<file path="src/rtl/cache_block_streamer_pkg.sv">
// Shared geometry, state encoding and element slicing for the cache block streamer
// and the cache RAM that feeds it.
package cache_block_streamer_pkg;

  localparam int ELEMENT_WIDTH      = 32;
  localparam int ELEMENTS_PER_BLOCK = 4;
  localparam int LG_EPB             = 2;
  localparam int WIDTH              = ELEMENT_WIDTH * ELEMENTS_PER_BLOCK;
  localparam int LG_DEPTH           = 6;
  localparam int LG_COUNT           = 10;

  // Width wide enough to hold offset + count + rounding without overflow.
  localparam int SPAN_W = LG_COUNT + 1;

  localparam logic [LG_EPB-1:0] LAST_INDEX = LG_EPB'(ELEMENTS_PER_BLOCK - 1);

  typedef enum logic {
    IDLE,
    STREAM
  } state_t;

  // Element 0 is the least significant slice of a word.
  function automatic logic [ELEMENT_WIDTH-1:0] element_slice(
    input logic [WIDTH-1:0]  word,
    input logic [LG_EPB-1:0] index
  );
    return word[int'(index) * ELEMENT_WIDTH +: ELEMENT_WIDTH];
  endfunction

endpackage

</file>
<file path="src/rtl/cache_word_fifo2.sv">
// Two-entry word FIFO that absorbs the one-cycle RAM read latency.
// Push and pop in the same cycle are allowed and leave the occupancy unchanged.
module cache_word_fifo2
  import cache_block_streamer_pkg::*;
#(
  parameter int W = WIDTH
) (
  input  logic         clk,
  input  logic         clear,
  input  logic         push,
  input  logic [W-1:0] push_data,
  input  logic         pop,
  output logic [W-1:0] head,
  output logic [1:0]   count
);

  logic [W-1:0] mem [2];
  logic         rd_ptr;
  logic         wr_ptr;
  logic         do_push;
  logic         do_pop;

  assign do_pop  = pop && (count != 2'd0);
  assign do_push = push && ((count != 2'd2) || do_pop);
  assign head    = mem[rd_ptr];

  always_ff @(posedge clk) begin
    if (clear) begin
      rd_ptr <= 1'b0;
      wr_ptr <= 1'b0;
      count  <= 2'd0;
    end else begin
      if (do_push) wr_ptr <= ~wr_ptr;
      if (do_pop)  rd_ptr <= ~rd_ptr;
      case ({do_push, do_pop})
        2'b10:   count <= count + 2'd1;
        2'b01:   count <= count - 2'd1;
        default: count <= count;
      endcase
    end
  end

  // NOTE: data storage has no reset; validity is tracked by count alone,
  // which keeps the reset fan-out off the wide data registers.
  always_ff @(posedge clk) begin
    if (do_push) mem[wr_ptr] <= push_data;
  end

endmodule

</file>
<file path="src/rtl/cache_block_streamer.sv">
// Streams a run of elements out of the cache RAM: issues sequential word reads
// and serializes each word into elements on a valid/ready stream.
module cache_block_streamer
  import cache_block_streamer_pkg::*;
(
  input  logic                     clk,
  input  logic                     reset,
  input  logic                     req_valid,
  output logic                     req_ready,
  input  logic [LG_DEPTH-1:0]      req_addr,
  input  logic [LG_EPB-1:0]        req_offset,
  input  logic [LG_COUNT-1:0]      req_count,
  output logic                     ram_en,
  output logic [LG_DEPTH-1:0]      ram_addr,
  input  logic [WIDTH-1:0]         ram_dout,
  output logic                     out_valid,
  input  logic                     out_ready,
  output logic [ELEMENT_WIDTH-1:0] out_data,
  output logic                     out_last,
  output logic                     busy
);

  state_t               state;
  logic [LG_DEPTH-1:0]  addr;
  logic [LG_EPB-1:0]    index;
  logic [LG_COUNT-1:0]  elements_left;
  logic [SPAN_W-1:0]    words_left;
  logic                 in_flight;

  logic [1:0]           buf_count;
  logic [WIDTH-1:0]     buf_head;
  logic [1:0]           occupancy;
  logic [SPAN_W-1:0]    span;
  logic                 fire;
  logic                 final_element;
  logic                 pop;

  // Rounded-up word count covering offset..offset+count-1.
  assign span = SPAN_W'(req_count) + SPAN_W'(req_offset) + SPAN_W'(ELEMENTS_PER_BLOCK - 1);

  assign req_ready = (state == IDLE);
  assign busy      = (state != IDLE);

  // Buffered plus in-flight words never exceed two, so the FIFO cannot overflow.
  assign occupancy = buf_count + {1'b0, in_flight};
  assign ram_en    = (words_left != '0) && (occupancy < 2'd2);
  assign ram_addr  = addr;

  assign final_element = (elements_left == LG_COUNT'(1));
  assign out_valid     = (buf_count != 2'd0);
  assign out_data      = element_slice(buf_head, index);
  assign out_last      = out_valid && final_element;
  assign fire          = out_valid && out_ready;
  assign pop           = fire && ((index == LAST_INDEX) || final_element);

  cache_word_fifo2 #(
    .W (WIDTH)
  ) u_fifo (
    .clk       (clk),
    .clear     (reset),
    .push      (in_flight),
    .push_data (ram_dout),
    .pop       (pop),
    .head      (buf_head),
    .count     (buf_count)
  );

  // NOTE: all state here updates with non-blocking assignments so every
  // register samples the pre-edge values regardless of statement order.
  always_ff @(posedge clk) begin
    if (reset) begin
      state         <= IDLE;
      addr          <= '0;
      index         <= '0;
      elements_left <= '0;
      words_left    <= '0;
      in_flight     <= 1'b0;
    end else begin
      in_flight <= ram_en;
      if (ram_en) begin
        addr       <= addr + 1'b1;
        words_left <= words_left - 1'b1;
      end

      case (state)
        IDLE: begin
          if (req_valid && (req_count != '0)) begin
            state         <= STREAM;
            addr          <= req_addr;
            index         <= req_offset;
            elements_left <= req_count;
            words_left    <= span >> LG_EPB;
          end
        end
        STREAM: begin
          // Index wraps to 0 on a word boundary, which starts the next word.
          if (fire) begin
            index         <= index + 1'b1;
            elements_left <= elements_left - 1'b1;
            if (final_element) state <= IDLE;
          end
        end
        default: state <= IDLE;
      endcase
    end
  end

endmodule

</file>
<file path="config.mk">
export PLATFORM = sky130hd
export DESIGN_NAME = cache_block_streamer
export DESIGN_NICKNAME = d
export VERILOG_FILES = /design/src/rtl/cache_block_streamer_pkg.sv /design/src/rtl/cache_word_fifo2.sv /design/src/rtl/cache_block_streamer.sv
export SDC_FILE = /design/constraint.sdc
export NUM_CORES = 1
export LEC_CHECK = 0
export CORE_MARGIN = 10
export CORE_UTILIZATION = 32
export DETAILED_ROUTE_END_ITERATION = 10
export DONT_BUFFER_PORTS = 1
export PLACE_DENSITY = 0.51
export SLEW_MARGIN = 5
export SYNTH_ARGS = -nofsm -noshare
export SYNTH_HDL_FRONTEND = slang
export SYNTH_SLANG_ARGS = --single-unit
export TNS_END_PERCENT = 30
</file>
<file path="constraint.sdc">
create_clock -name clk -period 6.5 [get_ports clk]
set_input_delay 0.65 -clock clk [delete_from_list [all_inputs] [get_ports clk]]
set_output_delay 0.65 -clock clk [all_outputs]
set_load 0.02 [all_outputs]
</file>
==> key figures <==
Status
  – Outcome: finished, final reports clean

CTS
  – Total CTS buffers: 30
  – CTS max path bufs: 3
  – Setup repair bufs after CTS: 0
  – CTS hold repair buffers: 0
  – CTS clk-pin slew, worst paths: 0.06 ns
  – Clk root buf: clkbuf_16
  – H-tree levels: 1
  – Sink Count: 292
  – Post-cts resize count: 0
  – CTS tree: yes
  – Clock latency on the worst-skew pair: between 0.5 and 0.6 ns

Pwr
  – Tot Pwr: 0.005465 W
  – Power Density: 409.5 nW/um^2
  – Leak Pwr: 4.155 nW
  – Maximum vdd drop: 0.3111 mV

Worst setup path
  – Setup crit end: out_data[0]
  – Worst EP arrival: around 3.0 ns
  – Worst Path Max Fanout: 38
  – CP startpoint kind: register
  – RR Startpoint: index[1]
  – R2R depth: 7
  – Worst flop-to-flop path endpoint: u_fifo.mem[0][69]
  – CP endpoint kind: output pin
  – CP Class: reg2out
  – R2r setup slk: 3.35 ns
  – WP data required: 5.85 ns

Floorplanning
  – Die Width: 212.6 um
  – Initial Utilization: 32.43%
  – I/O Pins: 193
  – Row cnt: 70
  – Total die area: about 45000 um^2
  – Die Y: 212.6 um
  – Core area: 36610 um^2

Global route
  – Largest net degree at the start of global routing: 103
  – GR Overflow Total: 0
  – Vias in the first global route: between 6000 and 7000
  – Initial antenna violation count: 0
  – Total GRT Usage: between 10% and 20%
  – First-pass GRT wire length: about 39000 um

Logic synthesis
  – Synth Warn #: 0
  – Cell Area, Synth: about 12000 um^2
  – Synth unique cells: 64
  – Syn_nets: 812
  – Seq/Total Area, Yosys: a little over two thirds
  – Seq cells post-synth: 292
  – Avg Synthesized Cell Area: 18.18 um^2
  – Top_reg_cell synth: edfxtp_1
  – Synth Instances: ~650
  – Post-synth ARST share: 0%
  – Post-synth EDFFs: 256

Detailed routing
  – Vias per inst: 5.062
  – Post-route DRC: 0
  – DR WL/cell: 22.46 um
  – 1st-pass router iterations: 4
  – Total Wirelength: 25880 um
  – DRT iter0 DRCs: roughly 360
  – DR vias: 5831
  – Post-route ant nets: 0

Timing
  – Fin crit share: ~57%
  – Final setup viols: 0
  – Fin. Hold Viols: 0
  – Setup Skew: 0.02152 ns
  – Final worst path period need: 3.693 ns
  – Rel. slew slack: 30.12%
  – Fmax: 270.8 MHz
  – Worst slew pin tran: 1.048 ns
  – Final Max Slew Viols: 0
  – Setup ws final: 2.807 ns
  – Hold WS: ~0.16 ns
  – RSZ-0062 raised after global routing: false

Placed design
  – Dpl cell area: ~12000 um^2
  – I/O Buffers: 0
  – Routability congestion estimate: a little over 0.8
  – Pre-CTS WS: 3.254 ns
  – Placed Cells: between 1000 and 1500
  – Placed wire-length estimate: 16980 um

Final layout
  – Final net count: 820
  – Final std cells w/o fill: 1152
  – Final Instance Area: 13350 um^2
  – Share of cells above drive strength 1: 25.44%
  – Area Overhead vs Synth: 12.39%
  – ANT cells: 0

Hold path
  – Hold Path Class: in2reg

Flow run
  – Max-Cap Viols: 0
[cell families after synthesis]
logic type,synth area share [%]
AO/OA/AOI/OAI,4.047
flip-flops,70.81
adder cells (fa/ha/maj),1.012
XOR/XNOR,1.475
buffers and inverters,1.760
AND/OR/NAND/NOR,5.543
multiplexers,15.35
[stage by stage]
stage,setup TNS [ns],util [%]
after floorplan,-148.96,-
after global placement,0,33.91
after detailed placement,0,33.91
after CTS,0,36.45
after global routing,0,36.45
final,0,36.45
[synthesized netlist by cell type, types with 4 or more instances]
cell      number  share of area, %
mux2_2        33               3.1
a21oi_1       19              0.80
inv_1         16              0.51
mux4_2        64                12
dfxtp_1       36               6.1
xor2_1        10              0.74
ha_1           8              0.84
a211oi_1       7              0.44
edfxtp_1     256                65
buf_2         11              0.46
or3_1          6              0.32
clkbuf_1      15              0.47
nand3_1       15              0.63
nor3_1         6              0.25
nor2_1        27              0.85
a31oi_1        4              0.21
xnor2_1       10              0.74
nand2_1       23              0.73
o21ai_0       16              0.67
nor2b_1        7              0.37
[layout make-up]
| type | instances | area (um^2) |
|---|---|---|
| Inverter | 17 | 63.81 |
| Timing Repair Buffer | 7 | 77.57 |
| Clock inverter | 19 | 156.4 |
| Fill cell | 3380 | 23260 |
| Tap cell | 468 | 585.6 |
| Sequential cell | 292 | 8417 |
| Clock buffer | 36 | 773.2 |
| Multi-Input combinational cell | 313 | 3272 |
[placed cells by master, fill, tap and decap left out, types with 7 or more instances in the layout]
cell / n
clkbuf_16: 30
mux2_2: 33
o21ai_0: 16
inv_1: 16
xnor2_1: 10
nor2b_1: 7
a21oi_1: 19
a211oi_1: 7
edfxtp_1: 256
ha_1: 8
mux4_2: 64
nand3_1: 15
dfxtp_1: 33
nand2_1: 23
clkinv_2: 10
xor2_1: 10
nor2_1: 25
[report_power, final]
| group | total, W | switching, W | internal (W) |
|---|---|---|---|
| sequential | 0.00276 | 0.000152 | 0.00260 |
| clock | 0.00163 | 0.000701 | 0.000925 |
| combinational | 0.00108 | 0.000683 | 0.000400 |
[flip-flops by register name, indices dropped and copies added (netlist names), named ones only]
name / flops
in_flight: 1
u_fifo.mem: 256
ram_addr: 6
elements_left: 10
index: 2
words_left: 11
u_fifo.wr_ptr: 1
u_fifo.count: 2
u_fifo.rd_ptr: 1
busy: 1
[worst min path at each step]
stage | start | endpoint | cells after the start
floorplan | elements_left[1] | elements_left[1] | 2
global placement | elements_left[1] | elements_left[1] | 2
detailed placement | elements_left[1] | elements_left[1] | 2
CTS | reset | words_left[7] | 1
global route | reset | words_left[7] | 1
finish | reset | words_left[7] | 1
[worst max-delay path, stage by stage, from the launching register on]
cell and delay, ns:
dfxtp_4 0.91, buf_4 0.60, mux4_2 0.58, mux2_2 0.35
[routing by layer]
metal  vias to the layer above  GRT usage [%]  part of all wire, %
met5                         -              0                    0
met4                         0          3.447                  2.5
met3                        42          5.228                   10
met2                       161          18.80                   50
met1                      2995          12.46                   37
li1                       2633              -                    -
(Power assumes the default switching activity.)
